`src/rtl/hyper_pipeline_receiver_if.sv`:
```
// Receiver-side bundle of the link: incoming words, the stall request returned to the sender,
// and the downstream valid/ready stream with status.
interface hyper_pipeline_receiver_if #(
    parameter int WIDTH = 32,
    parameter int DEPTH = 16
);
    logic                     din_valid;
    logic [WIDTH-1:0]         din;
    logic                     din_stall;
    logic                     dout_valid;
    logic [WIDTH-1:0]         dout;
    logic                     dout_ready;
    logic [$clog2(DEPTH):0]   occupancy;
    logic                     overflow;

    // Sender and downstream-consumer side.
    modport master (
        output din_valid, din, dout_ready,
        input  din_stall, dout_valid, dout, occupancy, overflow
    );

    // Receiver side.
    modport slave (
        input  din_valid, din, dout_ready,
        output din_stall, dout_valid, dout, occupancy, overflow
    );
endinterface

```
`src/rtl/hyper_pipeline_receiver.sv`:
```
// Far-end receiver of a register-only link: a skid FIFO with registered first-word-fall-through output
// and a registered stall request sized so that words still in flight always find room.
module hyper_pipeline_receiver #(
    parameter int WIDTH  = 32,
    parameter int STAGES = 2,
    parameter int DEPTH  = 16
) (
    input  logic                     ap_clk,
    input  logic                     areset,
    hyper_pipeline_receiver_if.slave bus
);
    localparam int PTR_W  = $clog2(DEPTH);
    localparam int OCC_W  = PTR_W + 1;
    localparam int SKID   = 2 * STAGES + 1;
    localparam int THRESH = DEPTH - SKID;

    generate
        if (DEPTH < 2 * STAGES + 2 || (DEPTH & (DEPTH - 1)) != 0) begin : g_bad_depth
            $error("hyper_pipeline_receiver: DEPTH must be a power of two and >= 2*STAGES+2");
        end
    endgenerate

    logic [WIDTH-1:0] mem [DEPTH];

    logic [PTR_W-1:0] wr_ptr_q, wr_ptr_d;
    logic [PTR_W-1:0] rd_ptr_q, rd_ptr_d;
    logic [OCC_W-1:0] occ_q, occ_d;
    logic [WIDTH-1:0] dout_q, dout_d;
    logic             dout_valid_q, dout_valid_d;
    logic             stall_q, stall_d;
    logic             overflow_q, overflow_d;
    logic             full, push, pop;

    // NOTE: every signal gets a default at the top of the block so no path leaves one unassigned,
    // which would otherwise infer a latch.
    always_comb begin
        full       = (occ_q == OCC_W'(DEPTH));
        pop        = dout_valid_q && bus.dout_ready;
        push       = bus.din_valid && (!full || pop);

        wr_ptr_d   = wr_ptr_q + PTR_W'(push);
        rd_ptr_d   = rd_ptr_q + PTR_W'(pop);
        occ_d      = occ_q;
        overflow_d = overflow_q | (bus.din_valid && full && !pop);
        dout_d     = dout_q;

        case ({push, pop})
            2'b10:   occ_d = occ_q + OCC_W'(1);
            2'b01:   occ_d = occ_q - OCC_W'(1);
            default: occ_d = occ_q;
        endcase

        // Next head is the incoming word only when nothing older survives this cycle.
        if ((occ_q - OCC_W'(pop)) == '0) begin
            if (push) dout_d = bus.din;
        end else begin
            dout_d = mem[rd_ptr_d];
        end

        dout_valid_d = (occ_d != '0);
        stall_d      = (occ_d >= OCC_W'(THRESH));
    end

    // NOTE: state registers use non-blocking assignments so every flop samples pre-edge values.
    always_ff @(posedge ap_clk or negedge areset) begin
        if (!areset) begin
            wr_ptr_q     <= '0;
            rd_ptr_q     <= '0;
            occ_q        <= '0;
            dout_q       <= '0;
            dout_valid_q <= 1'b0;
            stall_q      <= 1'b1;
            overflow_q   <= 1'b0;
        end else begin
            wr_ptr_q     <= wr_ptr_d;
            rd_ptr_q     <= rd_ptr_d;
            occ_q        <= occ_d;
            dout_q       <= dout_d;
            dout_valid_q <= dout_valid_d;
            stall_q      <= stall_d;
            overflow_q   <= overflow_d;
        end
    end

    // NOTE: storage is deliberately left without reset; occupancy decides which entries are meaningful.
    always_ff @(posedge ap_clk) begin
        if (push) mem[wr_ptr_q] <= bus.din;
    end

    assign bus.din_stall  = stall_q;
    assign bus.dout_valid = dout_valid_q;
    assign bus.dout       = dout_q;
    assign bus.occupancy  = occ_q;
    assign bus.overflow   = overflow_q;
endmodule

```
`src/flat_wrapper.sv`:
```
// flat-port wrapper written by rule: the top's interface ports become plain ports
module hyper_pipeline_receiver_flat 
#(
    parameter int WIDTH  = 32,
    parameter int STAGES = 2,
    parameter int DEPTH  = 16
)
  (ap_clk, areset, bus_din_valid, bus_din, bus_dout_ready, bus_din_stall, bus_dout_valid, bus_dout, bus_occupancy, bus_overflow);
  hyper_pipeline_receiver_if #(.WIDTH(WIDTH), .DEPTH(DEPTH)) bus_i ();
  input  logic ap_clk;
  input  logic areset;
  input wire logic [$bits(bus_i.din_valid)-1:0] bus_din_valid;
  input wire logic [$bits(bus_i.din)-1:0] bus_din;
  input wire logic [$bits(bus_i.dout_ready)-1:0] bus_dout_ready;
  output wire logic [$bits(bus_i.din_stall)-1:0] bus_din_stall;
  output wire logic [$bits(bus_i.dout_valid)-1:0] bus_dout_valid;
  output wire logic [$bits(bus_i.dout)-1:0] bus_dout;
  output wire logic [$bits(bus_i.occupancy)-1:0] bus_occupancy;
  output wire logic [$bits(bus_i.overflow)-1:0] bus_overflow;
  assign bus_i.din_valid = bus_din_valid;
  assign bus_i.din = bus_din;
  assign bus_i.dout_ready = bus_dout_ready;
  assign bus_din_stall = bus_i.din_stall;
  assign bus_dout_valid = bus_i.dout_valid;
  assign bus_dout = bus_i.dout;
  assign bus_occupancy = bus_i.occupancy;
  assign bus_overflow = bus_i.overflow;
  hyper_pipeline_receiver #(.WIDTH(WIDTH), .STAGES(STAGES), .DEPTH(DEPTH)) u_core (.ap_clk(ap_clk), .areset(areset), .bus(bus_i));
endmodule
```
`config.mk`:
```
export PLATFORM = sky130hd
export DESIGN_NAME = hyper_pipeline_receiver_flat
export DESIGN_NICKNAME = d
export VERILOG_FILES = /design/src/rtl/hyper_pipeline_receiver_if.sv /design/src/rtl/hyper_pipeline_receiver.sv /design/src/flat_wrapper.sv
export SDC_FILE = /design/constraint.sdc
export NUM_CORES = 1
export LEC_CHECK = 0
export ABC_AREA = 1
export CORE_ASPECT_RATIO = 1.25
export CORE_UTILIZATION = 30
export CTS_CLUSTER_SIZE = 28
export DETAILED_ROUTE_END_ITERATION = 8
export SYNTH_ARGS = -nofsm -noshare
export SYNTH_HDL_FRONTEND = slang
export SYNTH_SLANG_ARGS = --single-unit
```
`constraint.sdc`:
```
create_clock -name ap_clk -period 6.7 [get_ports ap_clk]
set_clock_uncertainty 0.15 [all_clocks]
set_input_delay 1.005 -clock ap_clk [delete_from_list [all_inputs] [get_ports ap_clk]]
set_output_delay 1.005 -clock ap_clk [all_outputs]
set_load 0.01 [all_outputs]
```
======== After elaboration in Yosys (flattened, before gate mapping) ========
Memory sizes are Yosys's and may differ from the RTL's.
Index checks and enable logic that the tools add are counted.
word-level totals
  register bits ........................... 48
  memory bits (writable) .................. 512
  memories kept ........................... 1
  input bits .............................. 36
  logic and storage cells ................. 33
  output and inout port bits .............. 40
operators by class
  mux-type cells .......................... 5
  equality and inequality tests ........... 4
  bitwise logic cells ..................... 1
  magnitude comparators ................... 1
  reductions and logical operators ........ 9
  add/sub/neg operators ................... 5
memories
  name        words  bits a word  rd ports  clocked after memory_dff  write ports  RTL line                       RTL
  u_core.mem  16     32           1         0                         1            hyper_pipeline_receiver.sv:23  logic [WIDTH-1:0] mem [DEPTH];
operator list
  operator                                                               count
  32-bit two-way mux                                                     2
  5-bit one-hot mux with 2 select lines                                  1
  4-bit by 1-bit adder with 4-bit output                                 2
  5-bit by 1-bit adder with 5-bit output, second input constant          1
  5-bit equality test, second input constant                             1
  5-bit by 4-bit >= comparator with 1-bit output, second input constant  1
  5-bit logical NOT                                                      1
  5-bit nonzero test                                                     1
  5-bit by 1-bit subtractor with 5-bit output                            1
  5-bit by 1-bit subtractor with 5-bit output, second input constant     1
  1-bit logical AND                                                      4
  2-bit by 1-bit equality test with 1-bit output, second input constant  1
  2-bit equality test, second input constant                             1
  1-bit logical NOT                                                      2
  1-bit two-way mux                                                      2
  2-bit by 1-bit != test with 1-bit output, second input constant        1
  1-bit logical OR                                                       1
  1-bit bitwise OR                                                       1

======== Longest topological paths before layout ========
Gate-level depths: netlist (run 1).
  word-level depth ........................ 7
  depth in mapped cells ................... 21
  mapped depth without buffers ............ 20

======== Worst setup path after synthesis (run 1) ========
OpenSTA, ideal clock, no wires.
  path kind ............................... input -> register
  start ................................... in bus_dout_ready
  end ..................................... mem u_core.mem[11][0] (enable)
  setup slack ............................. 3.097 ns
  stages on the path ...................... 7
  path buffers ............................ 1
  required time ........................... 6.129 ns
  library setup time ...................... 0.421 ns
  arrival ................................. 3.032 ns
  path through ............................ nand2_1 nand3_1 nand2_2 inv_2 buf_4 nand3_1 nor2_1
on the way
  cells in the longest elaborated chain, start to end .. 5
RTL lines
  element                                  RTL line                       RTL
  start, declared                          flat_wrapper.sv:14             input wire logic [$bits(bus_i.dout_ready)-1:0] bus_dout_ready;
  1-bit logical AND                        hyper_pipeline_receiver.sv:38  pop = dout_valid_q && bus.dout_ready;
  1-bit logical OR                         hyper_pipeline_receiver.sv:39  push = bus.din_valid && (!full || pop);
  1-bit logical AND                        hyper_pipeline_receiver.sv:39
  1-bit two-way mux                        hyper_pipeline_receiver.sv:87  if (push) mem[wr_ptr_q] <= bus.din;
  1-bit two-way mux (implied by the code)  hyper_pipeline_receiver.sv:87
  end, declared                            hyper_pipeline_receiver.sv:23
No other way between the ends.

======== Worst setup path in the final report (run 1) ========
  start ................................... in bus_dout_ready
  end ..................................... mem u_core.mem[11][19] (enable)
Same word-level chain as after synthesis.

==> flow_metrics.env, run 1 <==
export IMPL_status="finished, final reports clean"
export IMPL_routed_via_density=4.782
export IMPL_syn_cell_area_sq_um=23620
export IMPL_die_area_sq_um=79850
export IMPL_leakage_nw=10.11
export IMPL_critPathCaptureType="flop"
export IMPL_cp_required_ns=6.76
export IMPL_critPathBufInv=2
export IMPL_grt_pass1_wl_mm=93.65
export IMPL_first_iter_violations=1300
export IMPL_setup_tns_final_ns=0
export IMPL_critical_path_class="input port to flop"
export IMPL_holdWs_ns=0.3366
export IMPL_critPathMaxFanout=37
export IMPL_slew_headroom_pct=10.09
export IMPL_cts_sinks=560
export IMPL_port_buffers=75
export IMPL_clockBufferDepth=3
export IMPL_htree_levels=2
export IMPL_cp_top_family="simple AND/OR/NAND/NOR gates"
export IMPL_power_density_nw_per_um2=478.6
export IMPL_grt_setup_unrepaired="no"
export IMPL_grt_pass1_vias=14620
export IMPL_seq_area_frac_synth_pct=70.19
export IMPL_die_h_microns=315.7
export IMPL_drive_above_1_share_pct=9.100
export IMPL_r2r_setup_slack_ns=2.95
export IMPL_min_delay_path_depth=1
export IMPL_gr_total_overflow=0
export IMPL_r2r_start="u_core.bus.occupancy[1]"
export IMPL_pin_count=76
export IMPL_cp_slowest_cell="nor2_4"
export IMPL_detail_route_antenna_nets=0
export IMPL_worst_path_most_repeated_cell="nand3_1"
export IMPL_worstPathArrival_ns=4.14
export IMPL_insertion_delay_ns=0.63
export IMPL_wire_per_inst_microns=20.39
export IMPL_path_cells="clkdlybuf4s50_1 > nand2_1 > nand3_1 > nand2_2 > inv_2 > nand3_1 > nor2_4"
export IMPL_final_cell_mix="512 x edfxtp_1, 346 x nand2_1, 307 x inv_1"
export IMPL_diodes=0
export IMPL_die_w_microns=253.0
export IMPL_fin_crit_ns=4.072
export IMPL_post_route_drc_count=0
export IMPL_cts_root_buf="clkbuf_16"
export IMPL_timing_final_crit_share_pct=60.78
export IMPL_final_setup_viol_count=0
export IMPL_hold_path_class="flop to flop"
export IMPL_routed_wl_mm=62.73
export IMPL_layout_commonest_cell="edfxtp_1"
export IMPL_core_sq_um=77590
export IMPL_hp_start="u_core.bus.overflow"
export IMPL_avgSynthCellArea_sq_um=12.13
export IMPL_clk_pin_slew_ns=0.06
export IMPL_worstMarginPinSlew_ns=1.345
export IMPL_synth_seq_cells=560
export IMPL_ir_drop_mv=0.2353
export IMPL_antenna_found_initial=0
export IMPL_maxCapViolCount=0
export IMPL_r2r_cells=8
export IMPL_fmax_ghz=0.2456
export IMPL_syn_to_final_growth_pct=15.51
export IMPL_hold_buffers=0
export IMPL_dp_hpwl_mm=36.47
export IMPL_gp_congestion=0.7979
export IMPL_nets=2028
export IMPL_vias=14720
export IMPL_drt_pass1_iterations=6
export IMPL_regToRegEndpoint="u_core.mem[11][19]"
export IMPL_cts_buffers=57
export IMPL_grt_max_degree=105
export IMPL_slew_viol_final=0
export IMPL_yosysWarningCount=0
export IMPL_cts_tree="yes"
export IMPL_row_count=114
export IMPL_post_cts_setup_buffer_count=0
export IMPL_startpoint_type="input port"
export IMPL_track_usage_pct=15.82
export IMPL_hold_viol_final=0
export IMPL_cts_resized_gates=0
export IMPL_start_util_pct=30.44
export IMPL_syn_inst=1947
export IMPL_synth_cell_type_count=27
export IMPL_slowest_delay_ns=1.14
export IMPL_synth_nets=1991
export IMPL_worstHoldEndpoint="u_core.bus.overflow"
==> synthesized netlist by cell type <==
| cell type | count | share of area (%) |
|---|---|---|
| edfxtp_1 | 512 | 65 |
| nand2_1 | 346 | 5.5 |
| inv_1 | 308 | 4.9 |
| nand3_1 | 269 | 5.7 |
| o211ai_1 | 166 | 5.3 |
| buf_2 | 85 | 1.8 |
| o211ai_2 | 50 | 2.6 |
| dfrtp_1 | 47 | 5.0 |
| a21oi_1 | 41 | 0.87 |
| o21ai_0 | 41 | 0.87 |
| nor2_1 | 24 | 0.38 |
| clkbuf_1 | 16 | 0.25 |
| buf_6 | 11 | 0.52 |
| ha_1 | 8 | 0.42 |
| buf_4 | 4 | 0.13 |
| inv_2 | 4 | 0.064 |
| xor2_1 | 4 | 0.15 |
| xnor2_1 | 2 | 0.074 |
| and2_1 | 1 | 0.027 |
| buf_1 | 1 | 0.016 |
| dfstp_2 | 1 | 0.11 |
| nand2_2 | 1 | 0.027 |
| nand3b_1 | 1 | 0.032 |
| nand4_1 | 1 | 0.027 |
| nor3_1 | 1 | 0.021 |
| o21bai_1 | 1 | 0.032 |
| xnor2_2 | 1 | 0.069 |
==> per-layer routing <==
layer  track usage [%]  wire length [microns]  up-vias  part of all wire (%)
met1             18.70                  24860     7267                    40
met2             27.80                  31960      455                    51
met4             7.893                   2872        0                   4.6
met5                 0                      0        -                     0
met3             2.511                   3037      122                   4.8
li1                  -                      -     6871                     -
==> metrics by stage <==
stage          area (sq um)  utilization [%]  power (mW)  std cells  setup slack [ns]
5_1_grt               27280            35.16       13.82       3077             2.408
6_report              27280            35.16       13.05       3077             2.628
3_5_place_dp          25400            32.74       10.03       2969             1.933
2_1_floorplan         23620                -       8.196       1947             3.097
3_3_place_gp          25400            32.74       9.964       2969             2.055
4_1_cts               27280            35.16       13.20       3077             2.575
==> sequential cells by signal, indices dropped and copies added (netlist names) <==
register,flops
u_core.bus.din_stall,1
u_core.bus.dout_valid,1
u_core.rd_ptr_q,4
u_core.bus.occupancy,5
u_core.mem,512
u_core.wr_ptr_q,4
u_core.bus.overflow,1
u_core.bus.dout,32
==> cell families (layout without fill, tap and decap cells) <==
kind of cell	Yosys count	after routing	synth area share [%]
buffers and inverters	429	515	7.682
AOI/OAI and AO/OA	299	299	9.695
DFF	560	560	70.19
adders and majority gates	8	8	0.4239
xor gates and xnor gates	7	7	0.2914
and+or+nand+nor	644	644	11.71
==> worst max-delay path by stage <==
stage	start	end	slack, ns	cells after the start
6_report	bus_dout_ready	u_core.mem[11][19]	2.63	7
4_1_cts	bus_dout_ready	u_core.mem[11][2]	2.58	7
2_1_floorplan	bus_dout_ready	u_core.mem[11][0]	3.10	7
3_3_place_gp	bus_dout_ready	u_core.mem[11][21]	2.06	7
3_5_place_dp	bus_dout_ready	u_core.mem[11][24]	1.93	7
5_1_grt	bus_dout_ready	u_core.mem[11][2]	2.41	7
==> report_power, final <==
| group | internal (mW) | total, mW | switching, mW |
|---|---|---|---|
| combinational | 1.71 | 5.30 | 3.59 |
| sequential | 4.33 | 4.59 | 0.261 |
| clock | 1.81 | 3.16 | 1.35 |
==> layout make-up <==
class / instances / area (sq um)
well taps: 1044 / 1306
clock buffers: 81 / 1628
clock inverters: 27 / 250.2
inverters: 312 / 1171
repair buffers: 95 / 958.4
multi-input cells: 958 / 5389
flip-flops and latches: 560 / 16580
fillers: 7540 / 50310
Power figures use the tool's default switching activity.
==> run 2, diff against run 1 <==
Clock period 6.7 ns to 3.7 ns, I/O delays scaled along.
==> flow_metrics.env, run 2 (same netlist as run 1, synthesis figures left out) <==
export IMPL_status="finished, final reports clean"
export IMPL_startpoint_type="flop"
export IMPL_layout_commonest_cell="edfxtp_1"
export IMPL_slew_viol_final=0
export IMPL_syn_to_final_growth_pct=17.71
export IMPL_maxCapViolCount=0
export IMPL_setup_tns_final_ns=0
export IMPL_detail_route_antenna_nets=0
export IMPL_row_count=114
export IMPL_hold_viol_final=0
export IMPL_critPathMaxFanout=33
export IMPL_clk_pin_slew_ns=0.06
export IMPL_largest_register_ffs=512
export IMPL_routed_via_density=4.776
export IMPL_insertion_delay_ns=0.61
export IMPL_port_buffers=75
export IMPL_r2r_cells=11
export IMPL_postLayoutCoreUtil_pct=35.82
export IMPL_die_area_sq_um=79850
export IMPL_worstPathArrival_ns=3.19
export IMPL_routed_wl_mm=60.15
export IMPL_worstMarginPinSlew_ns=1.023
export IMPL_cp_required_ns=4.04
export IMPL_drt_pass1_iterations=6
export IMPL_critPathCaptureType="flop"
export IMPL_post_cts_setup_buffer_count=0
export IMPL_post_route_drc_count=0
export IMPL_die_w_microns=253.0
export IMPL_grt_pass1_vias=14740
export IMPL_totalPowerFinal_mw=23.74
export IMPL_gr_total_overflow=0
export IMPL_power_density_nw_per_um2=854.1
export IMPL_die_h_microns=315.7
export IMPL_wire_per_inst_microns=19.28
export IMPL_fmax_ghz=0.3504
export IMPL_leakage_nw=10.42
export IMPL_final_setup_viol_count=0
export IMPL_fin_crit_ns=2.854
export IMPL_nets=2072
export IMPL_antenna_found_initial=0
export IMPL_grt_pass1_wl_mm=90.11
export IMPL_htree_levels=2
export IMPL_dp_hpwl_mm=34.05
export IMPL_cts_root_buf="clkbuf_16"
export IMPL_core_sq_um=77590
export IMPL_grt_max_degree=96
export IMPL_timing_final_crit_share_pct=77.14
export IMPL_track_usage_pct=15.01
export IMPL_clockBufferDepth=3
export IMPL_start_util_pct=30.44
export IMPL_final_cell_mix="512 x edfxtp_1, 346 x nand2_1, 307 x inv_1"
export IMPL_hold_path_class="flop to flop"
export IMPL_cp_endpoint="u_core.bus.dout_valid"
export IMPL_top_register="u_core.mem"
export IMPL_startpoint="u_core.bus.occupancy[2]"
export IMPL_first_iter_violations=1413
export IMPL_r2r_setup_slack_ns=0.85
export IMPL_cts_buffers=55
export IMPL_r2r_start="u_core.bus.occupancy[2]"
export IMPL_ir_drop_mv=0.8553
export IMPL_gp_congestion=0.7983
export IMPL_critical_path_class="flop to flop"
export IMPL_cts_tree="yes"
export IMPL_regToRegEndpoint="u_core.bus.dout_valid"
export IMPL_pin_count=76
export IMPL_vias=14900
export IMPL_cts_sinks=560
export IMPL_drive_above_1_share_pct=11.47
export IMPL_grt_setup_unrepaired="no"
export IMPL_slew_headroom_pct=31.82
==> run 2: cell types whose count changed in the layout (fill, tap and decap cells not counted), sizes merged, moves of 5 or more <==
cell / change
clkinv: +6
buf: +45
clkbuf: -17
bufinv: +5
==> run 2: layout make-up <==
cell class                 instances  area, sq um
timing repair buffer             141         1481
fill                            7466        49800
clock inverter                    40        440.4
inverter                         312         1171
multi-input combinational        958         5389
clock buffer                      64         1430
sequential                       560        16580
antenna                            1        2.502
tap                             1044         1306
==> run 2: per-layer routing <==
metal  track usage [%]  vias to the layer above  wire [microns]  part of all wire, %
li1                  -                     6973               -                    -
met1             19.55                     7359           25150                   42
met2             25.69                      464           29610                   49
met3             2.140                      104            3659                  6.1
met4             4.821                        0            1722                  2.9
met5                 0                        -               0                    0
==> run 2: critical path: stages, from the launching register on <==
cell and delay [ns]:
dfrtp_1 0.48, nor3_1 0.23, nand3_1 0.14, nand2_2 0.13, buf_4 0.48, ha_1 0.39, inv_1 0.16, o21ai_0 0.16
nor2_1 0.13, nand3_1 0.08, a21oi_1 0.14, nand2_1 0.06
==> run 2: worst min-delay path by stage <==
stage                        start                   to  slack, ns  cells after the start
2_1_floorplan               areset   u_core.bus.dout[0]       0.11                      0
4_1_cts        u_core.bus.overflow  u_core.bus.overflow       0.34                      1
5_1_grt        u_core.bus.overflow  u_core.bus.overflow       0.37                      1
3_5_place_dp   u_core.bus.overflow  u_core.bus.overflow       0.32                      1
6_report       u_core.bus.overflow  u_core.bus.overflow       0.34                      1
3_3_place_gp   u_core.bus.overflow  u_core.bus.overflow       0.32                      1
==> run 2: power breakdown <==
| group | switching, mW | internal, mW | leakage (nW) |
|---|---|---|---|
| sequential | 0.379 | 7.82 | 5.18 |
| clock | 2.44 | 3.35 | 0.918 |
| combinational | 6.30 | 3.45 | 4.32 |
| total | 9.12 | 14.6 | 10.4 |
==> run 2: per-stage QoR <==
| stage | hold slack, ns | worst slack [ns] | std cells | area, sq um |
|---|---|---|---|---|
| finish | 0.3360 | 0.8459 | 3120 | 27800 |
| global route | 0.3668 | 0.5282 | 3119 | 27800 |
| CTS | 0.3398 | 0.8285 | 3119 | 27800 |
| floorplan | 0.1094 | 0.5471 | 1947 | 23620 |
| global placement | 0.3238 | 0.4934 | 3014 | 25910 |
| detailed placement | 0.3226 | 0.5305 | 3014 | 25910 |
==> run 2: what timing repair did <==
action,in CTS,in global routing
resized for setup,0,0
setup endpoints to repair,0,0
hold buffers,1,0
endpoints found under the hold margin,14,0
==> run 3, diff against run 2 <==
Clock period 3.7 ns to 2.8 ns, I/O delays scaled along.
==> flow_metrics.env, run 3 (same netlist as run 1, synthesis figures left out) <==
export IMPL_status="finished, final reports clean"
export IMPL_largest_register_ffs=512
export IMPL_die_w_microns=253.0
export IMPL_nets=2116
export IMPL_start_util_pct=30.44
export IMPL_power_density_nw_per_um2=1134
export IMPL_routed_via_density=4.765
export IMPL_final_cell_mix="512 x edfxtp_1, 346 x nand2_1, 307 x inv_1"
export IMPL_post_cts_setup_buffer_count=0
export IMPL_drive_above_1_share_pct=12.49
export IMPL_worstPathArrival_ns=2.87
export IMPL_hold_path_class="input port to async pin"
export IMPL_grt_use_met3_pct=2.280
export IMPL_gr_total_overflow=0
export IMPL_grt_setup_unrepaired="no"
export IMPL_vias=15050
export IMPL_slew_headroom_pct=55.58
export IMPL_setup_tns_final_ns=0
export IMPL_critical_path_class="flop to flop"
export IMPL_cts_root_buf="clkbuf_16"
export IMPL_cts_sinks=560
export IMPL_layout_commonest_cell="edfxtp_1"
export IMPL_startpoint_type="flop"
export IMPL_syn_to_final_growth_pct=20.85
export IMPL_pin_count=76
export IMPL_die_area_sq_um=79850
export IMPL_critPathCaptureType="flop"
export IMPL_hold_viol_final=0
export IMPL_gp_congestion=0.8256
export IMPL_clk_pin_slew_ns=0.06
export IMPL_top_register="u_core.mem"
export IMPL_seq_area_sq_um=16580
export IMPL_timing_final_crit_share_pct=90.54
export IMPL_fin_crit_ns=2.535
export IMPL_htree_levels=2
export IMPL_cp_required_ns=3.14
export IMPL_multi_input_area_sq_um=5389
export IMPL_gr_max_usage_layer="met2"
export IMPL_fmax_ghz=0.3945
export IMPL_diodes=0
export IMPL_hold_buffers=1
export IMPL_grt_pass1_vias=14950
export IMPL_track_usage_pct=15.50
export IMPL_row_count=114
export IMPL_slew_viol_final=0
export IMPL_critPathMaxFanout=7
export IMPL_ir_drop_mv=0.5863
export IMPL_die_h_microns=315.7
export IMPL_leakage_nw=10.71
export IMPL_post_place_ws_ns=0.02322
export IMPL_clockBufferDepth=3
export IMPL_nFillCells=7408
export IMPL_cts_resized_gates=0
export IMPL_final_setup_viol_count=0
export IMPL_antenna_found_initial=1
export IMPL_drt_pass1_iterations=5
export IMPL_first_iter_violations=1312
export IMPL_dp_cells=3061
export IMPL_core_sq_um=77590
export IMPL_cts_tree="yes"
export IMPL_setup_ws_ns=0.2649
export IMPL_insertion_delay_ns=0.61
export IMPL_use_met2_pct=27.03
export IMPL_wire_per_inst_microns=19.45
export IMPL_dp_hpwl_mm=37.43
export IMPL_worstMarginPinSlew_ns=0.6642
export IMPL_cts_buffers=52
export IMPL_holdWs_ns=0.2373
export IMPL_grtUsageMet1_pct=19.57
export IMPL_layoutNonFillerInstCount=3158
export IMPL_detail_route_antenna_nets=0
export IMPL_routed_wl_mm=61.41
export IMPL_maxCapViolCount=0
export IMPL_grt_max_degree=50
export IMPL_port_buffers=75
export IMPL_grt_pass1_wl_mm=93.07
export IMPL_post_route_drc_count=0
==> run 3: worst max-delay path: stages, from the launching register on <==
cell and delay [ns]:
dfrtp_1 0.48, nor3_1 0.21, nand3_1 0.12, nand2_2 0.09, ha_1 0.23, nor2_1 0.07
nor2_1 0.16, ha_1 0.17, inv_1 0.04, nand2_1 0.07, nand2_1 0.08, nand2_1 0.10
nand3_1 0.12, nand3_1 0.13, nand2_1 0.05, nand2_1 0.09, nand2_1 0.06
==> run 3: final cells by class <==
cell class | count | share of cell area (%)
sequential | 560 | 58.08
multi-input combinational | 958 | 18.88
tap | 1044 | 4.577
clock inverter | 23 | 0.8636
clock buffer | 73 | 5.050
timing repair buffer | 188 | 8.443
inverter | 312 | 4.103
==> run 3: power by group <==
| part | internal (mW) | leakage (nW) | switching, mW |
|---|---|---|---|
| registers | 10.3 | 5.18 | 0.551 |
| logic | 5.84 | 4.71 | 8.53 |
| clock network | 4.05 | 0.813 | 3.08 |
| total | 20.2 | 10.7 | 12.2 |
==> run 3: path summary, 6_finish.rpt <==
check | from | endpoint | slack, ns | cells after the start
setup / recovery | u_core.bus.occupancy[2] | u_core.bus.dout_valid | 0.26 | 16
hold / removal | areset | u_core.bus.dout[4] | 0.24 | 2
setup reg to reg | u_core.bus.occupancy[2] | u_core.bus.dout_valid | 0.26 | 16
hold reg to reg | u_core.bus.overflow | u_core.bus.overflow | 0.33 | 1
max in group asynchronous | areset | u_core.bus.din_stall | 1.52 | 3
min in group ap_clk | bus_din_valid | u_core.bus.overflow | 0.27 | 3
==> run 3: layer usage <==
| layer | vias up | part of all wire [%] | wire length [microns] |
|---|---|---|---|
| li1 | 7055 | - | - |
| met1 | 7446 | 42 | 25720 |
| met2 | 431 | 50 | 30930 |
| met3 | 115 | 4.8 | 2971 |
| met4 | 2 | 2.9 | 1766 |
| met5 | - | 0.021 | 13 |
==> run 3: per-stage QoR <==
| stage | utilization [%] | total power, mW | area, sq um |
|---|---|---|---|
| 2_1_floorplan | - | 19.62 | 23630 |
| 3_3_place_gp | 34.59 | 25.25 | 26840 |
| 3_5_place_dp | 34.59 | 25.47 | 26840 |
| 4_1_cts | 36.78 | 32.65 | 28540 |
| 5_1_grt | 36.78 | 34.36 | 28540 |
| 6_report | 36.78 | 32.38 | 28540 |
